`src/rtl/conv_seq_pkg.sv`:
```
// Shared types and constants for the convolution block sequencer:
// state encoding, host command opcodes and status error codes.
package conv_seq_pkg;

   typedef enum logic [2:0] {
      ST_IDLE = 3'd0,
      ST_LOAD = 3'd1,
      ST_GAP  = 3'd2,
      ST_SOP  = 3'd3,
      ST_RUN  = 3'd4,
      ST_DONE = 3'd5
   } seqState_t;

   localparam logic [1:0] OP_NOP   = 2'd0;
   localparam logic [1:0] OP_START = 2'd1;
   localparam logic [1:0] OP_ABORT = 2'd2;
   localparam logic [1:0] OP_RSVD  = 2'd3;

   localparam logic [1:0] ERR_NONE         = 2'd0;
   localparam logic [1:0] ERR_BAD_CMD      = 2'd1;
   localparam logic [1:0] ERR_TIMEOUT      = 2'd2;
   localparam logic [1:0] ERR_SPURIOUS_EOP = 2'd3;

endpackage

```
`src/rtl/seq_timer.sv`:
```
// Loadable down-counter with a done flag; done is high whenever the count
// has reached zero, so loading N-1 yields exactly N cycles before done.
module seq_timer #(
   parameter int WIDTH = 16
) (
   input  logic             clk_i,
   input  logic             rst_ni,
   input  logic             load_i,
   input  logic [WIDTH-1:0] value_i,
   output logic             done_o
);

   logic [WIDTH-1:0] count_q;
   logic [WIDTH-1:0] count_d;

   always_comb begin
      count_d = count_q;
      if (load_i) begin
         count_d = value_i;
      end else if (count_q != '0) begin
         count_d = count_q - WIDTH'(1);
      end
   end

   always_ff @(posedge clk_i) begin
      if (!rst_ni) begin
         count_q <= '0;
      end else begin
         count_q <= count_d;
      end
   end

   assign done_o = (count_q == '0);

endmodule

```
`src/rtl/conv_block_sequencer.sv`:
```
// Host-facing controller that walks Fsmv through LOAD, gap, SoP and RUN
// phases for each block of a multi-block convolution job.
module conv_block_sequencer
   import conv_seq_pkg::*;
#(
   parameter int                     NB_IMAGE   = 10,
   parameter int                     NB_BLOCK   = 8,
   parameter int                     SOP_GAP    = 6,
   parameter int                     SOP_WIDTH  = 4,
   parameter int                     NB_TIMEOUT = 16,
   parameter logic [NB_TIMEOUT-1:0]  TIMEOUT    = 16'd4000
) (
   input  logic                i_CLK,
   input  logic                i_reset,
   input  logic                i_cmd_valid,
   input  logic [1:0]          i_cmd_op,
   input  logic [NB_IMAGE-1:0] i_cmd_imgLength,
   input  logic [NB_BLOCK-1:0] i_cmd_nBlocks,
   input  logic                i_data_valid,
   input  logic                i_fsm_EoP,
   input  logic                i_fsm_changeBlock,
   output logic                o_cmd_ready,
   output logic                o_fsm_load,
   output logic                o_fsm_valid,
   output logic                o_fsm_SoP,
   output logic [NB_IMAGE-1:0] o_fsm_imgLength,
   output logic                o_busy,
   output logic                o_done,
   output logic [NB_BLOCK-1:0] o_blockCount,
   output logic [1:0]          o_errCode
);

   seqState_t             state_q, state_d;
   logic [NB_IMAGE-1:0]   imgLen_q, imgLen_d;
   logic [NB_BLOCK-1:0]   nBlocks_q, nBlocks_d;
   logic [NB_IMAGE-1:0]   colCnt_q, colCnt_d;
   logic [NB_BLOCK-1:0]   blockCount_q, blockCount_d;
   logic [1:0]            errCode_q, errCode_d;
   logic                  load_q, load_d;
   logic                  valid_q, valid_d;
   logic                  sop_q, sop_d;
   logic                  done_q, done_d;
   logic                  busy_q, busy_d;
   logic                  ready_q, ready_d;

   logic                  cmdAbort;
   logic                  timerLoad;
   logic [NB_TIMEOUT-1:0] timerValue;
   logic                  timerDone;
   logic [NB_BLOCK-1:0]   nextBlockCount;
   logic                  unusedChangeBlock;

   // Fsmv's block-change flag carries no information the sequencer needs.
   assign unusedChangeBlock = i_fsm_changeBlock;

   assign cmdAbort       = i_cmd_valid && (i_cmd_op == OP_ABORT);
   assign nextBlockCount = blockCount_q + NB_BLOCK'(1);

   seq_timer #(
      .WIDTH (NB_TIMEOUT)
   ) u_timer (
      .clk_i   (i_CLK),
      .rst_ni  (i_reset),
      .load_i  (timerLoad),
      .value_i (timerValue),
      .done_o  (timerDone)
   );

   always_ff @(posedge i_CLK) begin
      if (!i_reset) begin
         state_q      <= ST_IDLE;
         imgLen_q     <= '0;
         nBlocks_q    <= '0;
         colCnt_q     <= '0;
         blockCount_q <= '0;
         errCode_q    <= ERR_NONE;
         load_q       <= 1'b0;
         valid_q      <= 1'b0;
         sop_q        <= 1'b0;
         done_q       <= 1'b0;
         busy_q       <= 1'b0;
         ready_q      <= 1'b1;
      end else begin
         state_q      <= state_d;
         imgLen_q     <= imgLen_d;
         nBlocks_q    <= nBlocks_d;
         colCnt_q     <= colCnt_d;
         blockCount_q <= blockCount_d;
         errCode_q    <= errCode_d;
         load_q       <= load_d;
         valid_q      <= valid_d;
         sop_q        <= sop_d;
         done_q       <= done_d;
         busy_q       <= busy_d;
         ready_q      <= ready_d;
      end
   end

   // The shared timer is (re)loaded on each transition into GAP, SOP or RUN.
   always_comb begin
      state_d      = state_q;
      imgLen_d     = imgLen_q;
      nBlocks_d    = nBlocks_q;
      colCnt_d     = colCnt_q;
      blockCount_d = blockCount_q;
      errCode_d    = errCode_q;
      timerLoad    = 1'b0;
      timerValue   = '0;
      if (cmdAbort) begin
         state_d = ST_IDLE;
      end else begin
         case (state_q)
            ST_IDLE: begin
               if (i_cmd_valid) begin
                  if ((i_cmd_op == OP_START) && (i_cmd_nBlocks != '0)) begin
                     state_d      = ST_LOAD;
                     imgLen_d     = i_cmd_imgLength;
                     nBlocks_d    = i_cmd_nBlocks;
                     colCnt_d     = '0;
                     blockCount_d = '0;
                     errCode_d    = ERR_NONE;
                  end else if ((i_cmd_op == OP_START) || (i_cmd_op == OP_RSVD)) begin
                     errCode_d = ERR_BAD_CMD;
                  end
               end
            end
            ST_LOAD: begin
               if (i_data_valid) begin
                  if (colCnt_q == imgLen_q) begin
                     state_d    = ST_GAP;
                     colCnt_d   = '0;
                     timerLoad  = 1'b1;
                     timerValue = NB_TIMEOUT'(SOP_GAP - 1);
                  end else begin
                     colCnt_d = colCnt_q + NB_IMAGE'(1);
                  end
               end
            end
            ST_GAP: begin
               if (timerDone) begin
                  state_d    = ST_SOP;
                  timerLoad  = 1'b1;
                  timerValue = NB_TIMEOUT'(SOP_WIDTH - 1);
               end
            end
            ST_SOP: begin
               if (timerDone) begin
                  state_d    = ST_RUN;
                  timerLoad  = 1'b1;
                  timerValue = TIMEOUT - NB_TIMEOUT'(1);
               end
            end
            ST_RUN: begin
               // EoP is checked first so it wins over a simultaneous expiry.
               if (i_fsm_EoP) begin
                  blockCount_d = nextBlockCount;
                  if (nextBlockCount == nBlocks_q) begin
                     state_d = ST_DONE;
                  end else begin
                     state_d  = ST_LOAD;
                     colCnt_d = '0;
                  end
               end else if (timerDone) begin
                  state_d   = ST_IDLE;
                  errCode_d = ERR_TIMEOUT;
               end
            end
            ST_DONE: begin
               state_d = ST_IDLE;
            end
            default: begin
               state_d = ST_IDLE;
            end
         endcase
         if (i_fsm_EoP && (state_q != ST_RUN)) begin
            errCode_d = ERR_SPURIOUS_EOP;
         end
      end
   end

   // Outputs are decoded from the next state so they leave the flops aligned with it.
   always_comb begin
      load_d  = (state_d == ST_LOAD);
      valid_d = (state_q == ST_LOAD) && i_data_valid && !cmdAbort;
      sop_d   = (state_d == ST_SOP);
      done_d  = (state_d == ST_DONE);
      busy_d  = (state_d != ST_IDLE);
      ready_d = (state_d == ST_IDLE);
   end

   assign o_cmd_ready     = ready_q;
   assign o_fsm_load      = load_q;
   assign o_fsm_valid     = valid_q;
   assign o_fsm_SoP       = sop_q;
   assign o_fsm_imgLength = imgLen_q;
   assign o_busy          = busy_q;
   assign o_done          = done_q;
   assign o_blockCount    = blockCount_q;
   assign o_errCode       = errCode_q;

endmodule

```
`config.mk`:
```
export PLATFORM = sky130hd
export DESIGN_NAME = conv_block_sequencer
export DESIGN_NICKNAME = d
export VERILOG_FILES = /design/src/rtl/conv_seq_pkg.sv /design/src/rtl/seq_timer.sv /design/src/rtl/conv_block_sequencer.sv
export SDC_FILE = /design/constraint.sdc
export NUM_CORES = 1
export LEC_CHECK = 0
export CORE_UTILIZATION = 54
export CTS_CLUSTER_DIAMETER = 150
export CTS_CLUSTER_SIZE = 24
export DETAILED_ROUTE_END_ITERATION = 10
export GPL_TIMING_DRIVEN = 0
export PLACE_DENSITY = 0.8
export SLEW_MARGIN = 30
export SYNTH_ARGS = -nofsm -noshare
export SYNTH_HDL_FRONTEND = slang
export SYNTH_SLANG_ARGS = --single-unit
export TNS_END_PERCENT = 100
```
`constraint.sdc`:
```
create_clock -name i_CLK -period 2.3 [get_ports i_CLK]
set_input_delay 0.345 -clock i_CLK [delete_from_list [all_inputs] [get_ports i_CLK]]
set_output_delay 0.345 -clock i_CLK [all_outputs]
set_load 0.01 [all_outputs]
```
==> results.toml <==
[grt]
grt_pass1_vias = 2770
grt_antenna_before_repair = 0
grt_pass1_wl_mm = 12.7
grt_max_degree = 11
track_usage = 0.256
gr-total-overflow = 0

[synthesis]
synth.cell_area_sq_mm = 0.00336
synth_cells = 380
synth_flop_cell = "dfxtp_1"
synth-seq-cells = 63
synth-seq-area-share = 0.376
async_reset_ff_frac = 0
synthDistinctLibCells = 62
synth_edf_count = 0
syn-num-nets = 410
yosys_warnings = 0
syn-mean-instance-area_sq_um = 8.84

[timing]
slew_headroom = 0.412
finalCritPeriodShare = 0.976
worst_pin_slew_ns = 0.874
rsz0062_at_grt = "no"
setup_viol = 0
fin_skew_ns = 0.00535
fmax_mhz = 446
hold_violations = 0
timing.setup.tns_ns = 0
post-route-min-period_ns = 2.24
maxSlewViolCount = 0

[worst_setup_path]
critical_path_required_ns = 2.55
worstReg2RegStart = "o_blockCount[1]$_SDFFE_PN0P_"
startpoint = "i_cmd_nBlocks[7]"
path_cells = "clkdlybuf4s50_1, nor4_1, a211oi_1, o21ai_0, nor2_2, o211ai_1"
worstSetupEndpoint = "colCnt_q[7]$_SDFFE_PN0P_"
slowest_stage = "nor4_1"
reg2reg_depth = 7
reg2reg_slack_ns = 0.15
reg2reg_to = "colCnt_q[7]$_SDFFE_PN0P_"
cp-end-kind = "flop"
slowest_delay_ns = 0.78
cp_max_fo = 8
startpoint_type = "input pin"
crit_type = "in2reg"
arrival_ns = 2.50

[finish]
nets = 471
syn2layout_area_growth_pct = 24.4
final_common_cell = "dfxtp_1"
layout_common_cells = "dfxtp_1, nor2_1, clkdlybuf4s50_1"
diodes = 0
fin_area_sq_mm = 0.00418
drive_gt1_frac = 0.106

[outcome]
status = "finished clean"

[pwr]
power.density_mw_per_mm2 = 782
peakVddDrop_uv = 595
p_leak_nw = 1.47

[cts]
cts_tree = "yes"
clockBufferDepth = 2
clkTransAtPathRegs_ns = 0.07
htreeDepth = 3
cts_hold_buffers = 0
clk_latency_ns = 0.33
cts_sinks = 63
post-cts-setup-buffers = 0
root_buffer = "clkbuf_8"
numCtsBuffers = 9
cts_resized = 0

[die]
io_pins = 52
die-height_um = 80.9
fp.dieW_um = 80.9
coreArea_sq_mm = 0.00596
start_util = 0.564
std_cell_rows = 28
die_area_sq_mm = 0.00654

[drt]
dr.pass1.iters = 4
postRouteAntennaNets = 0
vias_per_cell = 5.91
vias = 3071
wl_per_cell_um = 15.1
drc = 0
wl_mm = 7.86
first_iter_violations = 204

[job]
drv_cap = 0

[placed_design]
dpl.hpwl_mm = 5.75
postPlaceCellArea_sq_mm = 0.00395
place_congestion = 0.830
io_buffers = 50

[hold_path]
hp-class = "reg2reg"
==> sequential cells by signal (all words and copies together) (netlist names) <==
signal,count
u_timer.count_q,16
o_cmd_ready,1
o_errCode,2
state_q,3
o_fsm_load,1
o_fsm_imgLength,10
o_blockCount,8
o_done,1
o_busy,1
o_fsm_valid,1
nBlocks_q,8
o_fsm_SoP,1
colCnt_q,10
==> per-layer routing <==
layer	up-vias	GRT usage	routed length (um)
li1	1499	-	-
met1	1442	0.323	3490
met2	114	0.418	3660
met3	16	0.0618	553
met4	0	0.102	161
met5	-	0	0
==> cells by family (layout without fill, tap and decap cells) <==
logic type | Yosys count | after routing | synth area share
multiplexers | 21 | 21 | 0.0626
AND/OR/NAND/NOR | 155 | 155 | 0.257
AO/OA/AOI/OAI | 78 | 78 | 0.164
adder cells (fa/ha/maj) | 4 | 4 | 0.0149
XOR/XNOR | 34 | 34 | 0.0887
flip-flops | 63 | 63 | 0.376
buffers and inverters | 25 | 90 | 0.0369
==> worst max-delay path, delay by kind of cell <==
kind	cells	cell delay (ns)
compound gates	3	0.76
buf+inv	1	0.43
simple gates	2	0.96
==> cell type report <==
| cell class | count | area (sq um) |
|---|---|---|
| buffer | 16 | 90.1 |
| timing repair buffer | 50 | 500 |
| multi-input combinational | 292 | 2000 |
| clock inverter | 4 | 45.0 |
| sequential | 63 | 1260 |
| clock buffer | 11 | 151 |
| fill | 488 | 1780 |
| inverter | 9 | 33.8 |
| tap | 75 | 93.8 |
==> how the worst min path moves through the flow <==
stage | depth (start not counted) | start | end
3_3_place_gp | 2 | o_errCode[1]$_SDFFE_PN0P_ | o_errCode[1]$_SDFFE_PN0P_
3_5_place_dp | 2 | o_errCode[1]$_SDFFE_PN0P_ | o_errCode[1]$_SDFFE_PN0P_
4_1_cts | 2 | o_errCode[1]$_SDFFE_PN0P_ | o_errCode[1]$_SDFFE_PN0P_
5_1_grt | 2 | o_errCode[1]$_SDFFE_PN0P_ | o_errCode[1]$_SDFFE_PN0P_
6_report | 2 | o_errCode[1]$_SDFFE_PN0P_ | o_errCode[1]$_SDFFE_PN0P_
2_1_floorplan | 2 | o_errCode[1]$_SDFFE_PN0P_ | o_errCode[1]$_SDFFE_PN0P_
==> cell usage after synthesis (3+ instances only) <==
library cell | instances | area (sq um)
dfxtp_1 | 63 | 1260
nor2_1 | 51 | 191
xnor2_1 | 24 | 210
nand2_1 | 22 | 82.6
mux2i_1 | 21 | 210
a21oi_1 | 20 | 100
o21ai_0 | 17 | 85.1
nand3_1 | 15 | 75.1
xor2_1 | 10 | 87.6
inv_1 | 9 | 33.8
or3_1 | 8 | 50.1
a31oi_1 | 7 | 43.8
clkbuf_1 | 7 | 26.3
nand2b_1 | 6 | 37.5
nand4_1 | 6 | 37.5
nor3_1 | 6 | 30.0
a211oi_1 | 5 | 37.5
and3_1 | 5 | 31.3
nor4_1 | 5 | 31.3
ha_1 | 4 | 50.1
nor2b_1 | 4 | 25.0
o31ai_1 | 4 | 30.0
and2_1 | 3 | 18.8
buf_4 | 3 | 22.5
o21ai_1 | 3 | 15.0
==> power breakdown <==
part           leakage, nW  internal, mW  switching (mW)  total, mW
logic                0.855         0.455           0.485      0.940
registers            0.513          1.22           0.149       1.37
clock network        0.105         0.548           0.411      0.958
total                 1.47          2.22            1.04       3.27
==> through the flow <==
| stage | utilization | power [mW] | cells | hold slack [ns] | setup slack (ns) |
|---|---|---|---|---|---|
| after floorplan | - | 2.07 | 380 | 0.467 | 0.321 |
| final | 0.702 | 3.27 | 520 | 0.473 | 0.0558 |
| after CTS | 0.697 | 3.27 | 520 | 0.475 | 0.0147 |
| after global placement | 0.664 | 2.28 | 505 | 0.450 | -0.318 |
| after detailed placement | 0.664 | 2.31 | 505 | 0.465 | -0.305 |
| after global routing | 0.702 | 3.46 | 520 | 0.497 | 0.0177 |
Note: power is estimated with default switching activity, not from simulation.
==> variant 1: new RTL, same flow settings <==
Set the parameter `NB_TIMEOUT` to 24 (it was 16).
--- a/src/rtl/conv_block_sequencer.sv
+++ b/src/rtl/conv_block_sequencer.sv
@@ -8,5 +8,5 @@
    parameter int                     SOP_GAP    = 6,
    parameter int                     SOP_WIDTH  = 4,
-   parameter int                     NB_TIMEOUT = 16,
+   parameter int                     NB_TIMEOUT = 24,
    parameter logic [NB_TIMEOUT-1:0]  TIMEOUT    = 16'd4000
 ) (
Check against the original RTL: no difference found for any inputs over 10 cycles, from zero or initial values and one cycle with i_reset low; that may be too few to reach the edited logic, so the function may still have changed.
==> variant 1 against the unedited design <==
  * The flow now finishes with violations (negative setup slack)
  * Via count grew 29%
  * Register-to-register slack worse by 0.36 ns
  * Global-route usage increased by 3.9 points
  * Count of clock-buffer cells in the layout rose by 4
  * Wire length increased by 41%
  * Utilization grew 8.2 points
  * Critical path depth increased by 1
  * Final area rose by 23%
  * Sequential cell count up 8
  * Setup slack worse by 0.27 ns
  * Synthesized area up 12%
  * Worst hold slack about the same
  * First-iteration DRC count grew 37%
  * Total power up 23%
  * Critical path type is now reg2reg
==> variant 1: results (changes against the unedited design) <==
.. list-table::
   :header-rows: 1

   * - Metric
     - Value
   * - Mean routed wirelength per cell
     - 17.6 um (was 15.1 um)
   * - Leading post-synthesis cells by cell area
     - sky130_fd_sc_hd__dfxtp_1, sky130_fd_sc_hd__xnor2_1, sky130_fd_sc_hd__nor2_1 (was sky130_fd_sc_hd__dfxtp_1, sky130_fd_sc_hd__mux2i_1, sky130_fd_sc_hd__xnor2_1)
   * - Pre-Repair DR Iteration Count
     - 7 (was 4)
   * - Skew final
     - 0.0105 ns (was 0.00535 ns)
   * - All-Layer GR Usage
     - 0.295 (was 0.256)
   * - Origin of the critical flop-to-flop path
     - u_timer.count_q[16] (was o_blockCount[1])
   * - Max VDD drop
     - 509 uV (was 595 uV)
   * - Number of cells traversed by the worst hold path
     - 2 (unchanged)
   * - Crit path setup slack, layout
     - -0.215 ns (was 0.0558 ns)
   * - Unique masters post-synth
     - 61 (was 62)
   * - Peak fanout along the critical path
     - 6 (was 8)
   * - Violations in the final reports
     - negative setup slack
   * - Delay of the slowest critical-path stage
     - 0.54 ns (was 0.78 ns)
   * - Synthesized instance count
     - 455 (was 380)
   * - WHS Endpoint
     - nBlocks_q[7] (was o_errCode[1])
   * - Reg2reg end
     - u_timer.count_q[19] (was colCnt_q[7])
   * - Final setup violation count
     - 31 (was 0)
   * - Slew at the pin with the worst max-slew slack
     - 0.907 ns (was 0.874 ns)
   * - Arrival @ worst endpoint
     - 2.78 ns (was 2.50 ns)
   * - Startpoint of the tightest hold check path
     - nBlocks_q[7] (was o_errCode[1])
   * - Slowest cell on the critical path
     - sky130_fd_sc_hd__or4_4 (was sky130_fd_sc_hd__nor4_1)
   * - Share of synthesized area occupied by flip-flops and latches
     - 0.379 (was 0.376)
   * - Static Leakage
     - 1.89 nW (was 1.47 nW)
   * - Vias in the first global route
     - 3704 (was 2770)
   * - HPWL after detailed placement
     - 6770 um (was 5750 um)
   * - Status
     - complete, but fails checks (was finished, final reports clean)
variant 1: metal layers:
metal  up-vias  global-route usage  routed length [um]
li1       1836                   -                   -
met1      1877               0.348                4400
met2       206               0.536                5700
met3        35              0.0730                 642
met4         0              0.0742                 302
met5         -                   0                   0
variant 1: metrics by stage:
step	setup TNS, ns	cell area [sq um]	hold WS, ns	worst slack, ns	util
global route	-5.83	5120	0.499	-0.277	0.784
floorplan	-0.202	3770	0.448	-0.0413	-
finish	-3.38	5120	0.474	-0.215	0.784
detailed placement	-30.59	4370	0.463	-0.775	0.669
global placement	-29.82	4370	0.457	-0.775	0.669
CTS	-2.04	4850	0.472	-0.173	0.742
variant 1: final cells by class:
cell class / count / area [sq um]
multi-input combinational: 353 / 2490
sequential: 71 / 1430
tap: 77 / 96.3
clock buffer: 15 / 176
timing repair buffer: 83 / 792
fill: 443 / 1410
inverter: 12 / 45.0
buffer: 16 / 92.6
variant 1: cell families (layout without fill, tap and decap cells):
kind of cell	count (synthesis)	count (layout)	share of synthesized area
and+or+nand+nor	198	198	0.280
AOI/OAI and AO/OA	104	105	0.179
DFF	71	71	0.379
xor gates and xnor gates	32	32	0.0748
buffers and inverters	32	126	0.0354
muxes	14	14	0.0381
adders and majority gates	4	4	0.0134
variant 1: where the power goes:
part           switching (mW)  total, mW  internal [mW]
Clock                   0.442      0.919          0.477
Sequential              0.146       1.50           1.36
Combinational           0.852       1.61          0.754
Total                    1.44       4.03           2.59
variant 1: how the worst max path moves through the flow:
stage	slack, ns	cells past startpoint	startpoint	end
after floorplan	-0.04	6	u_timer.count_q[16]	u_timer.count_q[11]
after global placement	-0.78	9	i_cmd_op[0]	u_timer.count_q[18]
after detailed placement	-0.78	9	i_cmd_op[0]	u_timer.count_q[18]
after CTS	-0.17	7	u_timer.count_q[16]	u_timer.count_q[22]
after global routing	-0.28	7	u_timer.count_q[16]	u_timer.count_q[19]
final	-0.21	7	u_timer.count_q[16]	u_timer.count_q[19]
variant 1: repair_timing:
| action | in CTS | in global routing |
|---|---|---|
| pin swaps | 26 | 18 |
| hold buffers | 0 | 0 |
| setup endpoints to repair | 53 | 59 |
| buffers inserted | 23 | 9 |
| gates resized for setup | 34 | 51 |
| cloned | 0 | 2 |
variant 1: worst reg2reg max path: cells and delay by family, from the launching register on:
kind / cells / cell delay, ns
AOI/OAI and AO/OA: 3 / 0.57
buffers and inverters: 1 / 0.14
DFF: 1 / 0.34
and+or+nand+nor: 3 / 1.39
==> variant 2: new RTL, same flow settings <==
Without the edit above. The 6 states of `seqState_t` get a Gray code encoding in 3 bits.
--- a/src/rtl/conv_seq_pkg.sv
+++ b/src/rtl/conv_seq_pkg.sv
@@ -4,10 +4,10 @@
 
    typedef enum logic [2:0] {
-      ST_IDLE = 3'd0,
-      ST_LOAD = 3'd1,
-      ST_GAP  = 3'd2,
-      ST_SOP  = 3'd3,
-      ST_RUN  = 3'd4,
-      ST_DONE = 3'd5
+      ST_IDLE = 3'b000,
+      ST_LOAD = 3'b001,
+      ST_GAP  = 3'b011,
+      ST_SOP  = 3'b010,
+      ST_RUN  = 3'b110,
+      ST_DONE = 3'b111
    } seqState_t;
 
Behaviour: no difference found for any inputs over 4 cycles, from zero or initial values and one cycle with i_reset low; so few cycles prove little.
==> variant 2 against the unedited design <==
  * Worst hold slack worse by 0.072 ns
  * Sequential cell count stayed put
  * Fmax is 0.74% higher
  * Critical path depth is 1 higher
  * Register-to-register slack worse by 0.06 ns
  * Total power is 7.7% higher
  * Synthesized area is 0.56% lower
  * Critical path type unchanged
  * Wire length is 10% higher
  * Setup slack better by 0.016 ns
  * Clock power is 14% higher
  * Final area is 0.87% higher
  * Cell count is 6.5% higher
==> variant 2: results (changes against the unedited design) <==
.. list-table::
   :header-rows: 1

   * - Metric
     - Value
   * - Share of synthesized area occupied by flip-flops and latches
     - 0.378 (was 0.376)
   * - All-Layer GR Usage
     - 0.281 (was 0.256)
   * - WHS Endpoint
     - o_errCode[0] (was o_errCode[1])
   * - Synth Net Count
     - 444 (was 410)
   * - Leading post-synthesis cells by cell area
     - sky130_fd_sc_hd__dfxtp_1, sky130_fd_sc_hd__nand2_1, sky130_fd_sc_hd__a21oi_1 (was sky130_fd_sc_hd__dfxtp_1, sky130_fd_sc_hd__mux2i_1, sky130_fd_sc_hd__xnor2_1)
   * - Most numerous cell types in the synthesized netlist
     - sky130_fd_sc_hd__nand2_1, sky130_fd_sc_hd__dfxtp_1, sky130_fd_sc_hd__a21oi_1 (was sky130_fd_sc_hd__dfxtp_1, sky130_fd_sc_hd__nor2_1, sky130_fd_sc_hd__xnor2_1)
   * - Slew at the pin with the worst max-slew slack
     - 0.544 ns (was 0.874 ns)
   * - Skew final
     - 0.0121 ns (was 0.00535 ns)
   * - Met2 usage
     - 0.455 (was 0.418)
   * - Global-route wire length before repair
     - 13800 um (was 12700 um)
   * - HP Class
     - in2reg (was reg2reg)
   * - Maximum number of pins on one net before global-route repair
     - 12 (was 11)
   * - Fin nets
     - 504 (was 471)
   * - Static Leakage
     - 1.59 nW (was 1.47 nW)
   * - Detailed router's first-iteration violation count
     - 177 (was 204)
   * - Number of cells traversed by the worst hold path
     - 3 (was 2)
   * - Mean routed wirelength per cell
     - 15.6 um (was 15.1 um)
   * - Final Hold Slack
     - 0.402 ns (was 0.473 ns)
   * - HPWL after detailed placement
     - 6060 um (was 5750 um)
   * - Global placer's final weighted congestion
     - 0.863 (was 0.830)
   * - Via density
     - 5.79 (was 5.91)
   * - Fill cell total of the finished layout
     - 515 (was 488)
   * - Routing usage on met1
     - 0.365 (was 0.323)
   * - Reg2reg end
     - colCnt_q[4] (was colCnt_q[7])
   * - Clock latency on the worst-skew pair
     - 0.35 ns (was 0.33 ns)
   * - Number of input and output port buffers inserted
     - 48 (was 50)
   * - Internal reg-to-reg setup slack
     - 0.09 ns (was 0.15 ns)
   * - Status
     - finished, final reports clean (unchanged)
   * - Share of total power consumed by net switching
     - 0.330 (was 0.320)
   * - Vias in the first global route
     - 2868 (was 2770)
   * - Unique masters post-synth
     - 56 (was 62)
variant 2: changes by cell type after synthesis, sizes merged, moves of 6 or more:
cell    before  now
a21oi       20   50
nand4        6    0
xor2        10   19
nor2        52   33
xnor2       24   16
mux2i       21    1
nand3b       2    8
nand3       17    9
a31oi        8    0
nand2       22   71
variant 2: power by group through the flow:
stage          sequential, mW  clock [mW]  combinational (mW)
5_1_grt                  1.35        1.16                1.22
6_report                 1.34        1.09                1.10
2_1_floorplan            1.33           0               0.834
3_5_place_dp             1.36           0                1.06
3_3_place_gp             1.35           0                1.04
4_1_cts                  1.33        1.10                1.07
variant 2: layout make-up:
type	count	area, sq um	share of cell area
tap	75	93.8	0.0223
clock inverter	5	81.3	0.0193
inverter	9	33.8	0.00801
timing repair buffer	49	488	0.116
multi-input combinational	323	2020	0.480
clock buffer	11	141	0.0335
buffer	19	90.1	0.0214
sequential	63	1260	0.299
variant 2: logic make-up after synthesis:
logic type | Yosys count | share of synthesized area
and+or+nand+nor | 182 | 0.285
AOI/OAI and AO/OA | 101 | 0.191
DFF | 63 | 0.378
xor gates and xnor gates | 35 | 0.0918
buffers and inverters | 28 | 0.0371
adders and majority gates | 4 | 0.0150
muxes | 1 | 0.00300
variant 2: how the worst max path moves through the flow:
stage	end	startpoint	cells after the start
after floorplan	colCnt_q[4]	o_blockCount[0]	7
after global placement	o_blockCount[4]	i_cmd_nBlocks[3]	7
after detailed placement	o_blockCount[7]	i_cmd_nBlocks[3]	7
after CTS	colCnt_q[4]	o_blockCount[0]	7
after global routing	o_fsm_load	state_q[1]	8
final	nBlocks_q[3]	i_cmd_nBlocks[7]	7
variant 2: per-layer routing:
metal | vias up | wire length (um) | part of all wire
met5 | - | 0 | 0
met4 | 0 | 114 | 0.013
met3 | 12 | 521 | 0.060
met2 | 119 | 4160 | 0.48
met1 | 1495 | 3860 | 0.45
li1 | 1583 | - | -
variant 2: what timing repair did:
action | CTS | global route
buffers inserted | 0 | 1
pin swaps | 0 | 1
setup endpoints to repair | 25 | 27
resized for setup | 7 | 7
variant 2: worst max-delay path, stage by stage:
cell	delay, ns
sky130_fd_sc_hd__clkdlybuf4s50_1	0.45
sky130_fd_sc_hd__nor4_1	0.49
sky130_fd_sc_hd__a21oi_1	0.21
sky130_fd_sc_hd__nand2_1	0.34
sky130_fd_sc_hd__clkbuf_1	0.39
sky130_fd_sc_hd__nand2_1	0.13
sky130_fd_sc_hd__a21oi_1	0.15
variant 2: through the flow:
step | worst slack, ns | total power, mW | util | std cells
after global routing | -0.0263 | 3.72 | 0.708 | 554
final | 0.0722 | 3.52 | 0.708 | 554
after detailed placement | -0.395 | 2.41 | 0.657 | 537
after floorplan | 0.281 | 2.17 | - | 414
after CTS | 0.0218 | 3.50 | 0.700 | 553
after global placement | -0.319 | 2.38 | 0.657 | 537
